[src/rtl/core_avalon_master_if.sv]
// core_avalon_master_if
//   Bundles the core-side word bus and the Avalon-MM master signals of the
//   core_avalon_master bridge.
//   modport master : the bridge's view (drives core_data_rd/ready/fault and
//                    the avl_* request signals).
//   modport slave  : the environment's view (core request side and Avalon
//                    slave responses).
interface core_avalon_master_if;
  // core side
  logic [29:0] core_addr;
  logic [31:0] core_data_wr;
  logic        core_write;
  logic        core_start;
  logic [31:0] core_data_rd;
  logic        core_ready;
  logic        core_fault;
  // Avalon-MM side
  logic [31:0] avl_address;
  logic        avl_read;
  logic        avl_write;
  logic [31:0] avl_writedata;
  logic [3:0]  avl_byteenable;
  logic        avl_waitrequest;
  logic [31:0] avl_readdata;
  logic        avl_readdatavalid;
  logic [1:0]  avl_response;

  modport master (
    input  core_addr, core_data_wr, core_write, core_start,
    output core_data_rd, core_ready, core_fault,
    output avl_address, avl_read, avl_write, avl_writedata, avl_byteenable,
    input  avl_waitrequest, avl_readdata, avl_readdatavalid, avl_response
  );

  modport slave (
    output core_addr, core_data_wr, core_write, core_start,
    input  core_data_rd, core_ready, core_fault,
    input  avl_address, avl_read, avl_write, avl_writedata, avl_byteenable,
    output avl_waitrequest, avl_readdata, avl_readdatavalid, avl_response
  );
endinterface

[src/rtl/core_avalon_master.sv]
// core_avalon_master
//   Bridges the core's single-cycle start/ready word bus to an Avalon-MM
//   master. Each start becomes exactly one Avalon read or write; completion
//   is signalled by a one-cycle core_ready with registered read data and a
//   fault flag. A watchdog aborts transactions stuck in REQ or RESP.
// Ports:
//   clk  - clock, rising edge
//   rst  - asynchronous active-high reset
//   bus  - core_avalon_master_if.master (core word bus + Avalon-MM master)
// Parameters:
//   TIMEOUT_CYCLES - cycles in REQ/RESP before abort; 0 disables watchdog
//   TIMEOUT_W      - watchdog counter width, must hold TIMEOUT_CYCLES
module core_avalon_master #(
  parameter int unsigned TIMEOUT_CYCLES = 1024,
  parameter int unsigned TIMEOUT_W      = 11
) (
  input logic                  clk,
  input logic                  rst,
  core_avalon_master_if.master bus
);

  typedef enum logic [1:0] {
    ST_IDLE,
    ST_REQ,
    ST_RESP,
    ST_DONE
  } state_t;

  localparam bit                   LP_WD_EN   = (TIMEOUT_CYCLES != 0);
  localparam logic [TIMEOUT_W-1:0] LP_WD_LAST =
    TIMEOUT_W'((TIMEOUT_CYCLES == 0) ? 0 : TIMEOUT_CYCLES - 1);

  state_t               r_state;
  logic [TIMEOUT_W-1:0] r_wd;
  logic                 r_stale;
  logic [31:0]          r_avl_address;
  logic                 r_avl_read;
  logic                 r_avl_write;
  logic [31:0]          r_avl_writedata;
  logic [31:0]          r_core_data_rd;
  logic                 r_core_ready;
  logic                 r_core_fault;

  logic                 w_wd_expired;
  logic                 w_rdv_live;

  // The counter holds the number of REQ/RESP cycles already elapsed, so the
  // TIMEOUT_CYCLES-th cycle is the one where it reads TIMEOUT_CYCLES-1.
  assign w_wd_expired = LP_WD_EN && (r_wd >= LP_WD_LAST);
  // A readdatavalid belonging to an abandoned read is never delivered.
  assign w_rdv_live   = bus.avl_readdatavalid && !r_stale;

  always_ff @(posedge clk or posedge rst) begin
    if (rst) begin
      r_state         <= ST_IDLE;
      r_wd            <= '0;
      r_stale         <= 1'b0;
      r_avl_address   <= '0;
      r_avl_read      <= 1'b0;
      r_avl_write     <= 1'b0;
      r_avl_writedata <= '0;
      r_core_data_rd  <= '0;
      r_core_ready    <= 1'b0;
      r_core_fault    <= 1'b0;
    end else begin
      r_core_ready <= 1'b0;

      // Stale discard runs in every state; a timeout in RESP below may
      // re-arm the flag in the same cycle for the read just abandoned.
      if (bus.avl_readdatavalid && r_stale) begin
        r_stale <= 1'b0;
      end

      case (r_state)
        ST_IDLE: begin
          if (bus.core_start) begin
            r_avl_address   <= {bus.core_addr, 2'b00};
            r_avl_writedata <= bus.core_data_wr;
            r_avl_write     <= bus.core_write;
            r_avl_read      <= !bus.core_write;
            r_wd            <= '0;
            r_state         <= ST_REQ;
          end
        end

        ST_REQ: begin
          if (LP_WD_EN) begin
            r_wd <= r_wd + 1'b1;
          end
          if (!bus.avl_waitrequest) begin
            r_avl_read  <= 1'b0;
            r_avl_write <= 1'b0;
            if (r_avl_write) begin
              r_core_fault <= 1'b0;
              r_core_ready <= 1'b1;
              r_state      <= ST_DONE;
            end else begin
              r_state <= ST_RESP;
            end
          end else if (w_wd_expired) begin
            r_avl_read     <= 1'b0;
            r_avl_write    <= 1'b0;
            r_core_data_rd <= '1;
            r_core_fault   <= 1'b1;
            r_core_ready   <= 1'b1;
            r_state        <= ST_DONE;
          end
        end

        ST_RESP: begin
          if (LP_WD_EN) begin
            r_wd <= r_wd + 1'b1;
          end
          if (w_rdv_live) begin
            r_core_data_rd <= bus.avl_readdata;
            r_core_fault   <= (bus.avl_response != 2'b00);
            r_core_ready   <= 1'b1;
            r_state        <= ST_DONE;
          end else if (w_wd_expired) begin
            r_core_data_rd <= '1;
            r_core_fault   <= 1'b1;
            r_core_ready   <= 1'b1;
            r_stale        <= 1'b1;
            r_state        <= ST_DONE;
          end
        end

        ST_DONE: begin
          r_core_fault <= 1'b0;
          r_state      <= ST_IDLE;
        end

        default: r_state <= ST_IDLE;
      endcase
    end
  end

  assign bus.avl_address    = r_avl_address;
  assign bus.avl_read       = r_avl_read;
  assign bus.avl_write      = r_avl_write;
  assign bus.avl_writedata  = r_avl_writedata;
  assign bus.avl_byteenable = '1;
  assign bus.core_data_rd   = r_core_data_rd;
  assign bus.core_ready     = r_core_ready;
  assign bus.core_fault     = r_core_fault;

endmodule

[src/flat_wrapper.sv]
// flat-port wrapper written by rule: the top's interface ports become plain ports
module core_avalon_master_flat 
#(
  parameter int unsigned TIMEOUT_CYCLES = 1024,
  parameter int unsigned TIMEOUT_W      = 11
)
  (clk, rst, bus_core_addr, bus_core_data_wr, bus_core_write, bus_core_start, bus_core_data_rd, bus_core_ready, bus_core_fault, bus_avl_address, bus_avl_read, bus_avl_write, bus_avl_writedata, bus_avl_byteenable, bus_avl_waitrequest, bus_avl_readdata, bus_avl_readdatavalid, bus_avl_response);
  core_avalon_master_if bus_i ();
  input logic clk;
  input logic rst;
  input wire logic [$bits(bus_i.core_addr)-1:0] bus_core_addr;
  input wire logic [$bits(bus_i.core_data_wr)-1:0] bus_core_data_wr;
  input wire logic [$bits(bus_i.core_write)-1:0] bus_core_write;
  input wire logic [$bits(bus_i.core_start)-1:0] bus_core_start;
  output wire logic [$bits(bus_i.core_data_rd)-1:0] bus_core_data_rd;
  output wire logic [$bits(bus_i.core_ready)-1:0] bus_core_ready;
  output wire logic [$bits(bus_i.core_fault)-1:0] bus_core_fault;
  output wire logic [$bits(bus_i.avl_address)-1:0] bus_avl_address;
  output wire logic [$bits(bus_i.avl_read)-1:0] bus_avl_read;
  output wire logic [$bits(bus_i.avl_write)-1:0] bus_avl_write;
  output wire logic [$bits(bus_i.avl_writedata)-1:0] bus_avl_writedata;
  output wire logic [$bits(bus_i.avl_byteenable)-1:0] bus_avl_byteenable;
  input wire logic [$bits(bus_i.avl_waitrequest)-1:0] bus_avl_waitrequest;
  input wire logic [$bits(bus_i.avl_readdata)-1:0] bus_avl_readdata;
  input wire logic [$bits(bus_i.avl_readdatavalid)-1:0] bus_avl_readdatavalid;
  input wire logic [$bits(bus_i.avl_response)-1:0] bus_avl_response;
  assign bus_i.core_addr = bus_core_addr;
  assign bus_i.core_data_wr = bus_core_data_wr;
  assign bus_i.core_write = bus_core_write;
  assign bus_i.core_start = bus_core_start;
  assign bus_core_data_rd = bus_i.core_data_rd;
  assign bus_core_ready = bus_i.core_ready;
  assign bus_core_fault = bus_i.core_fault;
  assign bus_avl_address = bus_i.avl_address;
  assign bus_avl_read = bus_i.avl_read;
  assign bus_avl_write = bus_i.avl_write;
  assign bus_avl_writedata = bus_i.avl_writedata;
  assign bus_avl_byteenable = bus_i.avl_byteenable;
  assign bus_i.avl_waitrequest = bus_avl_waitrequest;
  assign bus_i.avl_readdata = bus_avl_readdata;
  assign bus_i.avl_readdatavalid = bus_avl_readdatavalid;
  assign bus_i.avl_response = bus_avl_response;
  core_avalon_master #(.TIMEOUT_CYCLES(TIMEOUT_CYCLES), .TIMEOUT_W(TIMEOUT_W)) u_core (.clk(clk), .rst(rst), .bus(bus_i));
endmodule
[config.mk]
export PLATFORM = sky130hd
export DESIGN_NAME = core_avalon_master_flat
export DESIGN_NICKNAME = d
export VERILOG_FILES = /design/src/rtl/core_avalon_master_if.sv /design/src/rtl/core_avalon_master.sv /design/src/flat_wrapper.sv
export SDC_FILE = /design/constraint.sdc
export NUM_CORES = 1
export LEC_CHECK = 0
export CAP_MARGIN = 30
export CELL_PAD_IN_SITES_DETAIL_PLACEMENT = 0
export CELL_PAD_IN_SITES_GLOBAL_PLACEMENT = 1
export CORE_MARGIN = 1
export CORE_UTILIZATION = 35
export DETAILED_ROUTE_END_ITERATION = 16
export PLACE_DENSITY = 0.84
export SYNTH_ARGS = -nofsm -noshare
export SYNTH_HDL_FRONTEND = slang
export SYNTH_SLANG_ARGS = --single-unit
[constraint.sdc]
create_clock -name clk -period 5.7 [get_ports clk]
set_input_delay 0.855 -clock clk [delete_from_list [all_inputs] [get_ports clk]]
set_output_delay 0.855 -clock clk [all_outputs]
set_load 0.01 [all_outputs]
==> results.json <==
{
  "start_util_pct": 36.0,
  "synth_area_leaders": "dfrtp_1 61%, mux2_2 13%, o22a_1 6.1%, mux2_1 3.2%, ha_1 1.9%",
  "fin_nets": 631,
  "yosysUniqueCellTypes": 40,
  "clkLatencyLatePin_ns": 0.34,
  "syn_avg_cell_area_um2": 14.2,
  "cts_max_level": 3,
  "antenna_found_initial": 0,
  "vdd.ir_drop.worst_mv": 0.250,
  "first_pass_iters": 4,
  "slew_viol_final": 0,
  "synth-seq-cells": 112,
  "leakage_nw": 2.92,
  "finalSetupViolCount": 0,
  "post-route-period-util_pct": 45.5,
  "cp-start-kind": "primary input",
  "vias_per_cell": 4.76,
  "place_congestion": 0.742,
  "die_h_um": 116,
  "fin_setup_tns_ns": 0,
  "layout_setup_ws_ns": 3.11,
  "ff_latch_area_um2": 2800,
  "grt_first_pass_wirelength_um": 17400,
  "die_area_um2": 13600,
  "n_antenna_cell": 0,
  "synth.top_cell.area_share_pct": 61.1,
  "drtIter0Drc": 109,
  "post-dp-hpwl_um": 7790,
  "coreArea_um2": 12700,
  "grt_setup_unrepaired": "false",
  "root_buffer": "clkbuf_16",
  "syn_inst": 324,
  "wl_per_cell_um": 15.5,
  "tritoncts": "built",
  "ys_seq_area_share_pct": 61.1,
  "grt_max_degree": 69,
  "cap_violations": 0,
  "worst_slew_pin_slew_ns": 0.825,
  "hold_buffers": 0,
  "routed_wl_um": 10800,
  "finalHoldViolCount": 0,
  "fin_crit_ns": 2.59,
  "power_density_nw_per_um2": 523,
  "critPathMaxStageDelay_ns": 0.55,
  "postRouteAntennaNets": 0,
  "critical_path_buf_inv_count": 2,
  "overflow": 0,
  "die_x_um": 116,
  "row_count": 41,
  "fmax_mhz": 385,
  "pin_count": 206,
  "drive_gt1_share_pct": 13.7,
  "drc": 0,
  "total_power_mw": 3.66,
  "grt_pass1_vias": 3511,
  "ys_warn_count": 0,
  "crit_family": "buffers and inverters",
  "switchingPower_mw": 1.13,
  "fillers": 1137,
  "relSlewSlack_pct": 45.0,
  "power.internal_mw": 2.53,
  "cp.required_ns": 5.93,
  "synth_top_cell_by_area": "dfrtp_1",
  "hp-class": "reg2reg",
  "vias": 3327,
  "io_buffers": 199,
  "critical_path_class": "in2reg",
  "status": "complete, no violations",
  "crit_chain": "clkdlybuf4s50_1 -> nand2_2 -> buf_4 -> mux2_2",
  "end_kind": "register",
  "arrival_ns": 2.82,
  "ctsResizeCount": 0,
  "finClkSkew_ns": 0.00370,
  "slowest_stage": "buf_4",
  "clkTransAtPathRegs_ns": 0.07,
  "numCtsBuffers": 9,
  "cp_max_fo": 40,
  "postCtsSetupRepairBufs": 0,
  "pwr-share-comb_pct": 45.7,
  "dp_slack_ns": 2.71,
  "p_clk_share_pct": 16.8,
  "grt_usage_pct": 16.8,
  "multi_input_area_um2": 1630,
  "synth_area_um2": 4590,
  "swShare_pct": 30.9,
  "seq_power_share_pct": 37.5,
  "cts_sinks": 112,
  "clk_path_buf_depth": 2,
  "syn2layout_area_growth_pct": 52.7
}
## final timing paths
| kind | from | endpoint | slack, ns | depth (start not counted) |
|---|---|---|---|---|
| min | u_core.bus.core_data_rd[23]$_DFFE_PP0P_ | u_core.bus.core_data_rd[23]$_DFFE_PP0P_ | 0.49 | 1 |
| max reg2reg | u_core.r_state[0]$_DFFE_PP0P_ | u_core.bus.avl_address[14]$_DFFE_PP0P_ | 3.18 | 5 |
| max in group asynchronous | rst | u_core.bus.avl_address[26]$_DFFE_PP0P_ | 3.58 | 3 |
| max | bus_core_start | u_core.bus.avl_address[14]$_DFFE_PP0P_ | 3.11 | 4 |
| min reg2reg | u_core.bus.core_data_rd[23]$_DFFE_PP0P_ | u_core.bus.core_data_rd[23]$_DFFE_PP0P_ | 0.49 | 1 |
| min in group asynchronous | rst | u_core.bus.avl_address[8]$_DFFE_PP0P_ | 1.04 | 2 |
## cell usage after synthesis, drive strengths merged
library cell	instances
o41a	1
o21ai	6
nand2b	2
nor2	9
mux2	64
xnor2	3
nand3	4
and3b	1
o31ai	1
a22o	1
buf	16
mux2i	2
xor2	3
nor4	2
o21a	2
nand2	10
nor3	5
conb	2
o41ai	1
and3	3
clkbuf	3
ha	7
o22ai	1
o2bb2ai	2
nand4	4
a32o	2
or3	3
o22a	32
dfrtp	112
a21oi	7
a31oi	1
nor2b	2
inv	8
a21boi	2
## per-layer routing
layer | GRT usage, % | part of all wire, %
met5 | 0 | 0
met4 | 7.26 | 2.0
met3 | 5.35 | 7.7
met2 | 28.6 | 51
met1 | 19.4 | 39
## power by group through the flow
stage	Clock [mW]	Combinational (mW)	Sequential, mW
after floorplan	0	0.604	1.54
after global placement	0	1.65	1.37
after detailed placement	0	1.69	1.39
after CTS	0.633	1.70	1.38
after global routing	0.662	1.81	1.43
final	0.613	1.67	1.37
## flip-flops by register name, indices dropped and copies added, names as in the netlist
signal	count
u_core.bus.avl_writedata	32
u_core.bus.core_data_rd	32
u_core.bus.avl_address	30
u_core.r_wd	11
u_core.r_state	2
u_core.bus.avl_read	1
u_core.bus.avl_write	1
u_core.bus.core_fault	1
u_core.bus.core_ready	1
u_core.r_stale	1
## cell families after synthesis
kind of cell	synth area share, %
multiplexers	16.2
AND/OR/NAND/NOR	5.24
XOR/XNOR	1.15
adder cells (fa/ha/maj)	1.91
buffers and inverters	3.63
flip-flops	61.1
AO/OA/AOI/OAI	10.6
other	0.164
## area by class of cell
| cell class | count | area share (%) |
|---|---|---|
| clock buffers | 12 | 3.38 |
| repair buffers | 202 | 29.1 |
| inverters | 8 | 0.465 |
| well taps | 172 | 3.07 |
| clock inverters | 4 | 0.643 |
| flip-flops and latches | 112 | 40.0 |
| multi-input cells | 189 | 23.3 |
## layout by cell type (no fill, tap or decap), types with 4 or more instances in the layout
| cell | count |
|---|---|
| a21oi_1 | 7 |
| conb_1 | 6 |
| o21ai_0 | 4 |
| o22a_1 | 32 |
| clkdlybuf4s50_1 | 199 |
| nand3_1 | 4 |
| inv_1 | 7 |
| dfrtp_1 | 112 |
| nor3_1 | 5 |
| mux2_1 | 13 |
| clkbuf_16 | 9 |
| nor2_1 | 9 |
| nand2_1 | 9 |
| ha_1 | 7 |
| mux2_2 | 51 |
## per-stage QoR
stage / area [um2] / hold WS (ns) / cells / utilization (%)
2_1_floorplan: 4600 / 0.499 / 328 / -
3_3_place_gp: 6690 / 0.468 / 682 / 52.6
3_5_place_dp: 6720 / 0.476 / 683 / 52.8
4_1_cts: 7000 / 0.493 / 699 / 55.0
5_1_grt: 7000 / 0.504 / 699 / 55.0
6_report: 7000 / 0.487 / 699 / 55.0
Note: power is estimated with default switching activity, not from simulation.
